<file path="config.mk">
export PLATFORM = sky130hd
export DESIGN_NAME = bit_scan_encoder28
export DESIGN_NICKNAME = d
export VERILOG_FILES = /design/src/rtl/bit_scan_encoder28.sv
export SDC_FILE = /design/constraint.sdc
export NUM_CORES = 1
export LEC_CHECK = 0
export CORE_MARGIN = 4
export CORE_UTILIZATION = 40
export DETAILED_ROUTE_END_ITERATION = 8
export GPL_ROUTABILITY_DRIVEN = 0
export PLACE_DENSITY = 0.76
export SETUP_SLACK_MARGIN = 0.4
export SLEW_MARGIN = 20
export SYNTH_ARGS = -nofsm -noshare
export SYNTH_HDL_FRONTEND = slang
export SYNTH_SLANG_ARGS = --single-unit
</file>
<file path="constraint.sdc">
create_clock -name CLK -period 3.81 [get_ports CLK]
set_clock_uncertainty 0.05 [all_clocks]
set_input_delay 0.381 -clock CLK [delete_from_list [all_inputs] [get_ports CLK]]
set_output_delay 0.381 -clock CLK [all_outputs]
set_load 0.005 [all_outputs]
</file>
<file path="src/rtl/bit_scan_encoder28.sv">
// bit_scan_encoder28: sequential lowest-set-bit encoder for a 28-bit word.
// The operand is latched on an accepted start, then scanned one bit per clock
// from bit 0 upward. The scan reports the index of the lowest set bit, or
// zero=1 when no bit is set.
//
// Optional feature: define ONEHOT_CHECK_EN to add the onehot_err output. With
// the feature enabled, every scan runs all WIDTH bits, so latency is fixed, and
// a second set bit is flagged.
//
// Ports:
//   CLK        in   rising-edge clock
//   RST        in   asynchronous active-low reset
//   start      in   encode request, honoured only in IDLE
//   operand    in   [WIDTH-1:0] word to encode, latched on accepted start
//   busy       out  high while scanning
//   done       out  one-cycle pulse, results valid
//   index      out  [IDX_W-1:0] lowest set bit position (0 when zero=1)
//   zero       out  latched operand had no set bit
//   onehot_err out  more than one bit set (ONEHOT_CHECK_EN only)
module bit_scan_encoder28 #(
    parameter int unsigned WIDTH = 28,
    parameter int unsigned IDX_W = 5
) (
    input  logic             CLK,
    input  logic             RST,
    input  logic             start,
    input  logic [WIDTH-1:0] operand,
    output logic             busy,
    output logic             done,
    output logic [IDX_W-1:0] index,
`ifdef ONEHOT_CHECK_EN
    output logic             zero,
    output logic             onehot_err
`else
    output logic             zero
`endif
);

    localparam logic [IDX_W-1:0] LAST_IDX = IDX_W'(WIDTH - 1);

    typedef enum logic [1:0] {
        IDLE = 2'd0,
        SCAN = 2'd1,
        DONE = 2'd2
    } state_t;

    state_t             state, state_d;
    logic [WIDTH-1:0]   shadow, shadow_d;
    logic [IDX_W-1:0]   counter, counter_d;
    logic               busy_d, done_d, zero_d;
    logic [IDX_W-1:0]   index_d;
    logic               cur_bit;
    logic               last_bit;

`ifdef ONEHOT_CHECK_EN
    // Full-scan bookkeeping: first set bit seen and whether a second one appeared.
    logic               found, found_d;
    logic [IDX_W-1:0]   first_idx, first_idx_d;
    logic               multi, multi_d;
    logic               onehot_err_d;
`endif

    assign cur_bit  = shadow[counter];
    assign last_bit = (counter == LAST_IDX);

    // State and registered outputs.
    always_ff @(posedge CLK or negedge RST) begin
        if (!RST) begin
            state      <= IDLE;
            shadow     <= '0;
            counter    <= '0;
            busy       <= 1'b0;
            done       <= 1'b0;
            index      <= '0;
            zero       <= 1'b0;
`ifdef ONEHOT_CHECK_EN
            found      <= 1'b0;
            first_idx  <= '0;
            multi      <= 1'b0;
            onehot_err <= 1'b0;
`endif
        end else begin
            state      <= state_d;
            shadow     <= shadow_d;
            counter    <= counter_d;
            busy       <= busy_d;
            done       <= done_d;
            index      <= index_d;
            zero       <= zero_d;
`ifdef ONEHOT_CHECK_EN
            found      <= found_d;
            first_idx  <= first_idx_d;
            multi      <= multi_d;
            onehot_err <= onehot_err_d;
`endif
        end
    end

    // Next-state and next-output logic.
    always_comb begin
        state_d   = state;
        shadow_d  = shadow;
        counter_d = counter;
        busy_d    = busy;
        done_d    = 1'b0;
        index_d   = index;
        zero_d    = zero;
`ifdef ONEHOT_CHECK_EN
        found_d      = found;
        first_idx_d  = first_idx;
        multi_d      = multi;
        onehot_err_d = onehot_err;
`endif

        unique case (state)
            IDLE: begin
                busy_d = 1'b0;
                if (start) begin
                    shadow_d  = operand;
                    counter_d = '0;
                    busy_d    = 1'b1;
                    state_d   = SCAN;
`ifdef ONEHOT_CHECK_EN
                    found_d      = 1'b0;
                    first_idx_d  = '0;
                    multi_d      = 1'b0;
                    onehot_err_d = 1'b0;
`endif
                end
            end

            SCAN: begin
`ifdef ONEHOT_CHECK_EN
                // Scan every bit; the result is only written on the final bit.
                if (cur_bit) begin
                    if (found) begin
                        multi_d = 1'b1;
                    end else begin
                        found_d     = 1'b1;
                        first_idx_d = counter;
                    end
                end
                if (last_bit) begin
                    busy_d       = 1'b0;
                    done_d       = 1'b1;
                    state_d      = DONE;
                    zero_d       = !(found || cur_bit);
                    onehot_err_d = multi || (found && cur_bit);
                    if (found) begin
                        index_d = first_idx;
                    end else if (cur_bit) begin
                        index_d = counter;
                    end else begin
                        index_d = '0;
                    end
                end else begin
                    counter_d = counter + IDX_W'(1);
                end
`else
                // Early exit on the first set bit.
                if (cur_bit) begin
                    index_d = counter;
                    zero_d  = 1'b0;
                    busy_d  = 1'b0;
                    done_d  = 1'b1;
                    state_d = DONE;
                end else if (last_bit) begin
                    index_d = '0;
                    zero_d  = 1'b1;
                    busy_d  = 1'b0;
                    done_d  = 1'b1;
                    state_d = DONE;
                end else begin
                    counter_d = counter + IDX_W'(1);
                end
`endif
            end

            DONE: begin
                // start is deliberately ignored here; it must be presented in IDLE.
                busy_d  = 1'b0;
                state_d = IDLE;
            end

            default: begin
                busy_d  = 1'b0;
                state_d = IDLE;
            end
        endcase
    end

endmodule

</file>
==> out/results.ini, run 1 <==
[synthesis]
synth_fp_nets = 242
yosysSeqAreaShare_pct = 54.1
ys_seq_elements = 43
yosysWarnings = 0
syn_area_per_cell_um2 = 9.47
ys_types = 33
synthArstFlopShare_pct = 100
ys.flop_type = dfrtp_1
netlist_instances = 210
synth_edf_count = 0
synth_area_um2 = 1990

[global_route]
top_usage_layer = met2
antenna_found_initial = 0
grtUsageMet2_pct = 22.1
gr-usage-met3_pct = 4.13
grtUsageTotal_pct = 14.0
grt_pass1_wl_mm = 6.88
grt_pass1_vias = 1481
met1_usage_pct = 18.7
grt_max_degree = 44
grt-ovfl-total = 0

[critical_path]
cp-start-kind = register
cp_data_arrival_time_ps = 2900
path_depth = 5
reg2regPathDepth = 5
path_max_fanout = 15
r2r_setup_slack_ps = 1000
timing.rr.end = counter[0]
cp_top_family = multiplexers
crit_path_top_delay_cell = dfrtp_1
cp-end-kind = register
worstReg2RegStart = counter[0]
max_stage_delay_ps = 800
worst-path-buf-inv = 0
critical_path_class = reg -> reg
worstPathCellList = mux4_2 > mux2_2 > o2bb2ai_2 > or4b_1 > mux2i_1
required_ps = 3900

[drt]
vias = 1493
drc = 0
drt_wl_total_mm = 3.90
drt_iter0_drc = 97
post_drt_wl_per_cell_um = 12.6
firstDrtPassIters = 4
ant_nets = 0
vias_per_cell = 4.82

[floorplanning]
die_w_um = 78.5
rows = 25
ioPinCount = 39
dieArea_um2 = 6170
dieHeight_um = 78.5
core_area_um2 = 4790
initial_core_util_pct = 41.6

[clock_tree]
cts_tree = built
cts_root_buf = clkbuf_8
clock_path_buffers = 2
clkLatencyLatePin_ps = 290
cts_hold_buf = 0
cts_sinks = 43
numCtsBuffers = 5
path_clk_slew_ps = 80
cts_resized = 0
cts-htree-levels = 2
post_cts_buffers = 0

[sta]
fin_crit_ps = 2810
final_max_slew_viol_count = 0
hold-worst-slack_ps = 184
fin_tns_setup_ps = 0
rsz0062_at_grt = false
finalCritPeriodShare_pct = 73.8
worst_slew_pin_slew_ps = 954
hold_viol = 0
setup_viol = 0
max_freq_ghz = 0.356
timing.slew.headroom_pct = 36.4

[worst_hold_path]
hold_class = in -> async

[cells_and_area]
fillerInstances = 444
final_common_cell = nand2_1
final_cell_mix = nand2_1 (93), dfrtp_1 (43), clkdlybuf4s50_1 (37)
drive_above_1_share_pct = 7.41
nets = 274
syn_to_final_growth_pct = 25.7
diodes = 0

[power_and_ir_drop]
ir_drop_v = 0.000258
p_per_area_nw_per_um2 = 757
p_leak_nw = 1.19
total_power_mw = 1.89

[placement]
hpwl_mm = 2.76
port_buffers = 38

[outcome]
status = finished, final reports clean

[run]
drv_cap = 0

[state kept, by name (all words and copies together), names as in the netlist]
| signal | cells |
|---|---|
| shadow | 28 |
| state | 2 |
| index | 5 |
| done | 1 |
| busy | 1 |
| zero | 1 |
| counter | 5 |
[logic make-up after synthesis]
logic type / synth area share (%)
buffers and inverters: 3.58
AO/OA/AOI/OAI: 7.55
flip-flops: 54.1
AND/OR/NAND/NOR: 23.9
multiplexers: 10.3
adder cells (fa/ha/maj): 0.629
[worst max path at each step]
stage	endpoint	start
after global routing	counter[0]	counter[0]
after floorplan	counter[0]	counter[0]
after detailed placement	counter[0]	counter[0]
after CTS	counter[0]	counter[0]
after global placement	counter[0]	counter[0]
final	counter[0]	counter[0]
[per-stage QoR]
step,cells,utilization (%),instance area [µm²],worst slack (ps)
global placement,302,50.1,2400,1030
global route,310,52.2,2500,877
CTS,310,52.2,2500,965
finish,310,52.2,2500,1000
floorplan,210,-,1990,1490
detailed placement,302,50.1,2400,982
[power by group]
group          total [mW]  leakage [nW]  switching [mW]  internal [mW]
registers           0.831         0.543           0.171          0.659
clock network       0.313        0.0515           0.148          0.165
logic               0.748         0.597           0.363          0.385
[routing by layer]
metal	wire length (µm)	share of wire [%]
met1	1850	47
met2	1810	46
met3	191	4.9
met4	50	1.3
met5	0	0
[synth_stat cells (2+ instances only)]
| cell | count | area (µm²) |
|---|---|---|
| nand2_1 | 93 | 349 |
| dfrtp_1 | 43 | 1080 |
| clkbuf_1 | 10 | 37.5 |
| mux2i_1 | 8 | 80.1 |
| nor2_1 | 6 | 22.5 |
| mux4_2 | 5 | 113 |
| a32o_1 | 4 | 40.0 |
| inv_1 | 4 | 15.0 |
| nand3_1 | 4 | 20.0 |
| a21oi_1 | 3 | 15.0 |
| buf_2 | 3 | 15.0 |
| nand2b_1 | 3 | 18.8 |
| nor2b_1 | 3 | 18.8 |
| o21ai_1 | 2 | 10.0 |
[final cells by class]
| class | instances | area, µm² | share of cell area, % |
|---|---|---|---|
| flip-flops and latches | 43 | 1080 | 43.0 |
| multi-input cells | 149 | 842 | 33.7 |
| repair buffers | 39 | 383 | 15.3 |
| clock buffers | 8 | 100 | 4.00 |
| well taps | 67 | 83.8 | 3.35 |
| inverters | 4 | 15.0 | 0.601 |
Note: power is estimated with default switching activity, not from simulation.
==> inputs of run 2 (changes only) <==
PLACE_DENSITY = 0.79   (was 0.76)
clock period = 2.3 ns   (was 3.81 ns; I/O delays follow)
==> out/results.ini, run 2 (synthesis gave the netlist of run 1 again) <==
[cells_and_area]
diodes = 0  ; unchanged
fin_area_um2 = 2680  ; was 2500 µm²
drive_above_1_share_pct = 14.9  ; was 7.41%
regMostFlops = shadow  ; unchanged
biggestRegsByFlops = shadow x28, counter x5, index x5  ; unchanged
final_cell_mix = nand2_1 (93), dfrtp_1 (42), clkdlybuf4s50_1 (37)  ; was nand2_1 (93), dfrtp_1 (43), clkdlybuf4s50_1 (37)
final_common_cell = nand2_1  ; unchanged
final_util_pct = 55.9  ; was 52.2%
syn_to_final_growth_pct = 34.5  ; was 25.7%
largest_register_ffs = 28  ; unchanged
nets = 286  ; was 274

[clock_tree]
clkLatencyLatePin_ps = 300  ; was 290 ps
cts_tree = built  ; unchanged
cts_root_buf = clkbuf_8  ; unchanged
path_clk_slew_ps = 80  ; about the same
clock_path_buffers = 2  ; unchanged
numCtsBuffers = 5  ; unchanged
cts-htree-levels = 2  ; unchanged
post_cts_buffers = 0  ; unchanged
cts_sinks = 43  ; unchanged

[placement]
hpwl_mm = 2.99  ; was 2.76 mm
placed_area_um2 = 2490  ; was 2400 µm²
port_buffers = 38  ; unchanged

[power_and_ir_drop]
total_power_mw = 3.48  ; was 1.89 mW
swShare_pct = 35.0  ; was 36.1%
combPwrFrac_pct = 44.6  ; was 39.5%
pwr-share-seq_pct = 38.2  ; was 43.9%
p_per_area_nw_per_um2 = 1300  ; was 757 nW/µm²
clock_power_share_pct = 17.2  ; was 16.6%
ir_drop_v = 0.000553  ; was 0.000258 V
p_int_mw = 2.26  ; was 1.21 mW
p_leak_nw = 1.27  ; was 1.19 nW
power.net_switching_mw = 1.22  ; was 682 µW

[floorplanning]
dieArea_um2 = 6170  ; unchanged
initial_core_util_pct = 41.6  ; unchanged
dieHeight_um = 78.5  ; unchanged
ioPinCount = 39  ; unchanged
core_area_um2 = 4790  ; unchanged
die_w_um = 78.5  ; unchanged
rows = 25  ; unchanged

[critical_path]
required_ps = 2440  ; was 3900 ps
max_stage_delay_ps = 530  ; was 800 ps
cp_data_arrival_time_ps = 2370  ; was 2900 ps
crit_path_top_delay_cell = mux4_2  ; was dfrtp_1
critical_path_class = reg -> reg  ; unchanged
worstPathCellList = buf_4 > mux2i_1 > mux4_2 > o2bb2ai_4 > buf_4 > o41ai_4 > buf_4 > a32o_1  ; was mux4_2 > mux2_2 > o2bb2ai_2 > or4b_1 > mux2i_1
cp-start-kind = register  ; unchanged
crit_top_cell = buf_4
path_max_fanout = 9  ; was 15
cp-end-kind = register  ; unchanged

[drt]
vias_per_cell = 4.83  ; was 4.82
firstDrtPassIters = 4  ; unchanged
vias = 1556  ; was 1493
drc = 0  ; unchanged
drt_iter0_drc = 144  ; was 97
ant_nets = 0  ; unchanged
drt_wl_total_mm = 4.18  ; was 3.90 mm
post_drt_wl_per_cell_um = 13.0  ; was 12.6 µm

[sta]
worst_slew_pin_slew_ps = 538  ; was 954 ps
setup_viol = 0  ; unchanged
hold_viol = 0  ; unchanged
timing.slew.headroom_pct = 64.2  ; was 36.4%
rsz0062_at_grt = true  ; was false
hold-worst-slack_ps = 405  ; was 184 ps
fin_crit_ps = 2230  ; was 2810 ps
final_max_slew_viol_count = 0  ; unchanged
finalCritPeriodShare_pct = 96.9  ; was 73.8%
max_freq_ghz = 0.449  ; was 0.356 GHz

[global_route]
grt_max_degree = 44  ; unchanged
grt-ovfl-total = 0  ; unchanged
grt_pass1_wl_mm = 7.11  ; was 6.88 mm
grtUsageTotal_pct = 14.6  ; was 14.0%
grt_pass1_vias = 1615  ; was 1481
antenna_found_initial = 0  ; unchanged

[outcome]
status = finished, final reports clean  ; unchanged

[run]
drv_cap = 0  ; unchanged

[worst_hold_path]
hold_class = in -> async  ; unchanged

-- run 2: repair_timing --
| item | 4_1_cts | 5_1_grt |
|---|---|---|
| hold buffers | 0 | 1 |
| pin swaps | 2 | 2 |
| endpoints found under the setup margin | 14 | 14 |
| endpoints found under the hold margin | 0 | 43 |
| gates resized for setup | 7 | 4 |
-- run 2: critical path, delay by kind of cell (launching register included) --
family	cells	cell delay, ps
multiplexers	2	650
buffers and inverters	3	520
AO/OA/AOI/OAI	3	450
flip-flops	1	450
-- run 2: layout make-up --
cell class,instances,area [µm²]
clock buffers,6,82.6
clock inverters,2,35.0
fillers,422,2110
inverters,4,15.0
multi-input cells,149,901
flip-flops and latches,43,1080
well taps,67,83.8
repair buffers,51,482
-- run 2: final timing paths --
| path | start | endpoint | slack [ps] | cells after the start |
|---|---|---|---|---|
| max | counter[0] | index[3] | 70 | 8 |
| min | RST | state[0] | 410 | 2 |
| max reg2reg | counter[0] | index[3] | 70 | 8 |
| min reg2reg | shadow[14] | shadow[14] | 430 | 2 |
| max in group asynchronous | RST | counter[0] | 1400 | 2 |
| min in group CLK | operand[0] | shadow[0] | 410 | 3 |
-- run 2: power by group through the flow --
stage / registers (mW) / logic [mW] / clock network [mW]
2_1_floorplan: 1.24 / 1.07 / 0
3_5_place_dp: 1.34 / 1.43 / 0
6_report: 1.33 / 1.55 / 0.599
5_1_grt: 1.38 / 1.73 / 0.646
3_3_place_gp: 1.33 / 1.39 / 0
4_1_cts: 1.33 / 1.52 / 0.620
-- run 2: routing by layer --
layer | GRT usage (%) | up-vias | wire length [µm]
met5 | 0 | - | 0
li1 | - | 778 | -
met3 | 4.24 | 8 | 209
met2 | 24.6 | 38 | 2110
met4 | 4.90 | 0 | 62
met1 | 17.8 | 732 | 1800
-- run 2: through the flow --
step	std cells	TNS (ps)	setup slack [ps]
final	322	0	70.4
after floorplan	210	0	44.0
after global placement	313	0	23.2
after detailed placement	313	-78.8	-37.4
after CTS	321	0	91.9
after global routing	322	0	13.4
==> inputs of run 3 (changes only) <==
CORE_UTILIZATION = 45   (was 40)
MAX_ROUTING_LAYER = met4   (was unset)
PLACE_DENSITY = 0.86   (was 0.79)
SLEW_MARGIN = unset   (was 20)
==> out/results.ini, run 3 (synthesis gave the netlist of run 1 again) <==
[placement]
port_buffers = 38  ; unchanged
hpwl_mm = 2.93  ; was 2.99 mm

[critical_path]
required_ps = 2470  ; was 2440 ps
cp_data_arrival_time_ps = 2390  ; was 2370 ps
path_max_fanout = 5  ; was 9
cp-start-kind = register  ; unchanged
cp-end-kind = register  ; unchanged
critical_path_class = reg -> reg  ; unchanged

[sta]
fin_tns_setup_ps = 0  ; unchanged
rsz0062_at_grt = true  ; unchanged
fin_crit_ps = 2220  ; was 2230 ps
timing.slew.headroom_pct = 37.8  ; was 64.2%
hold_viol = 0  ; unchanged
setup_viol = 0  ; unchanged
max_freq_ghz = 0.451  ; was 0.449 GHz
finalCritPeriodShare_pct = 96.4  ; was 96.9%
final_max_slew_viol_count = 0  ; unchanged
worst_slew_pin_slew_ps = 932  ; was 538 ps

[drt]
ant_nets = 0  ; unchanged
vias_per_cell = 5.23  ; was 4.83
drc = 0  ; unchanged
vias = 1596  ; was 1556
firstDrtPassIters = 4  ; unchanged
post_drt_wl_per_cell_um = 13.5  ; was 13.0 µm
drt_iter0_drc = 83  ; was 144
drt_wl_total_mm = 4.12  ; was 4.18 mm

[global_route]
grt_max_degree = 44  ; unchanged
grt_pass1_wl_mm = 6.93  ; was 7.11 mm
grt_pass1_vias = 1565  ; was 1615
antenna_found_initial = 0  ; unchanged
grtUsageTotal_pct = 17.2  ; was 14.6%
grt-ovfl-total = 0  ; unchanged

[cells_and_area]
syn_to_final_growth_pct = 29.9  ; was 34.5%
final_common_cell = nand2_1  ; unchanged
largest_register_ffs = 28  ; unchanged
nets = 286  ; unchanged
final_cell_mix = nand2_1 (92), dfrtp_1 (42), clkdlybuf4s50_1 (37)  ; was nand2_1 (93), dfrtp_1 (42), clkdlybuf4s50_1 (37)
final_util_pct = 62.3  ; was 55.9%
biggestRegsByFlops = shadow x28, counter x5, index x5  ; unchanged
drive_above_1_share_pct = 14.9  ; unchanged
regMostFlops = shadow  ; unchanged
diodes = 0  ; unchanged

[floorplanning]
die_w_um = 74.5  ; was 78.5 µm
rows = 23  ; was 25
dieHeight_um = 74.5  ; was 78.5 µm
initial_core_util_pct = 48.0  ; was 41.6%
ioPinCount = 39  ; unchanged
core_area_um2 = 4140  ; was 4790 µm²
dieArea_um2 = 5550  ; was 6170 µm²

[clock_tree]
cts_tree = built  ; unchanged
cts_root_buf = clkbuf_8  ; unchanged
clock_path_buffers = 2  ; unchanged
cts-htree-levels = 2  ; unchanged
path_clk_slew_ps = 80  ; about the same
clkLatencyLatePin_ps = 300  ; about the same
cts_hold_buf = 0  ; unchanged
cts_sinks = 43  ; unchanged
numCtsBuffers = 5  ; unchanged

[power_and_ir_drop]
p_per_area_nw_per_um2 = 1290  ; was 1300 nW/µm²
combPwrFrac_pct = 46.2  ; was 44.6%
p_leak_nw = 1.25  ; was 1.27 nW
swShare_pct = 36.4  ; was 35.0%
clock_power_share_pct = 13.9  ; was 17.2%
pwr-share-seq_pct = 39.9  ; was 38.2%
power.net_switching_mw = 1.21  ; was 1.22 mW
p_int_mw = 2.12  ; was 2.26 mW
ir_drop_v = 0.000647  ; was 0.000553 V

[outcome]
status = finished, final reports clean  ; unchanged

[run]
drv_cap = 0  ; unchanged

[worst_hold_path]
hold_class = in -> async  ; unchanged

==> run 3: changes by cell type in the layout (fill, tap and decap cells not counted), sizes merged <==
| cell | change |
|---|---|
| buf | +1 |
| bufinv | -1 |
| clkbuf | -1 |
| clkinv | +2 |
| dlygate4sd3 | -1 |
==> run 3: area by class of cell <==
cell class	count	area, µm²
Timing Repair Buffer	51	477
Fill cell	356	1560
Sequential cell	43	1080
Multi-Input combinational cell	149	868
Clock inverter	3	15.0
Inverter	4	15.0
Tap cell	50	62.6
Clock buffer	5	68.8
==> run 3: through the flow <==
stage	hold slack [ps]	cells	total power, mW	worst slack [ps]	area, µm²
2_1_floorplan	-116	210	2.31	44.0	2000
3_3_place_gp	360	295	2.72	45.5	2460
3_5_place_dp	366	295	2.78	-23.5	2460
4_1_cts	34.8	304	3.32	98.2	2570
5_1_grt	84.2	305	3.60	26.9	2580
6_report	14.0	305	3.33	82.8	2580
==> run 3: path summary, 6_finish.rpt <==
check / slack, ps / depth (start not counted) / endpoint / from
min reg2reg: 420 / 2 / shadow[13] / shadow[13]
max in group asynchronous: 1540 / 1 / counter[0] / RST
min in group CLK: 400 / 3 / shadow[24] / operand[24]
min: 10 / 1 / shadow[24] / RST
max reg2reg: 80 / 5 / counter[2] / counter[0]
max: 80 / 5 / counter[2] / counter[0]
==> run 3: timing repair <==
item / in CTS / in global routing
resized for setup: 6 / 2
buffers inserted: 1 / 1
gates cloned: 0 / 0
endpoints found under the hold margin: 0 / 0
setup endpoints to repair: 14 / 14
pin swaps: 2 / 2
==> run 3: worst max-delay path, stage by stage (launching register included) <==
cell       delay [ps]
dfrtp_2           420
mux4_2            500
mux2_4            290
o2bb2ai_2         140
or4b_4            550
o22ai_1           200
==> run 3: power by group through the flow <==
| stage | Clock, mW | Sequential (mW) | Combinational, mW |
|---|---|---|---|
| 2_1_floorplan | 0 | 1.24 | 1.07 |
| 6_report | 0.464 | 1.33 | 1.54 |
| 3_3_place_gp | 0 | 1.33 | 1.39 |
| 5_1_grt | 0.508 | 1.38 | 1.71 |
| 3_5_place_dp | 0 | 1.34 | 1.44 |
| 4_1_cts | 0.481 | 1.33 | 1.51 |
==> run 3: metal layers <==
metal  wire (µm)  track usage (%)  vias to the layer above
li1            -                -                      777
met1        1740             20.1                      770
met2        2080             28.0                       41
met3         220             4.46                        8
met4          79             7.11                        0
met5           0                -                        -
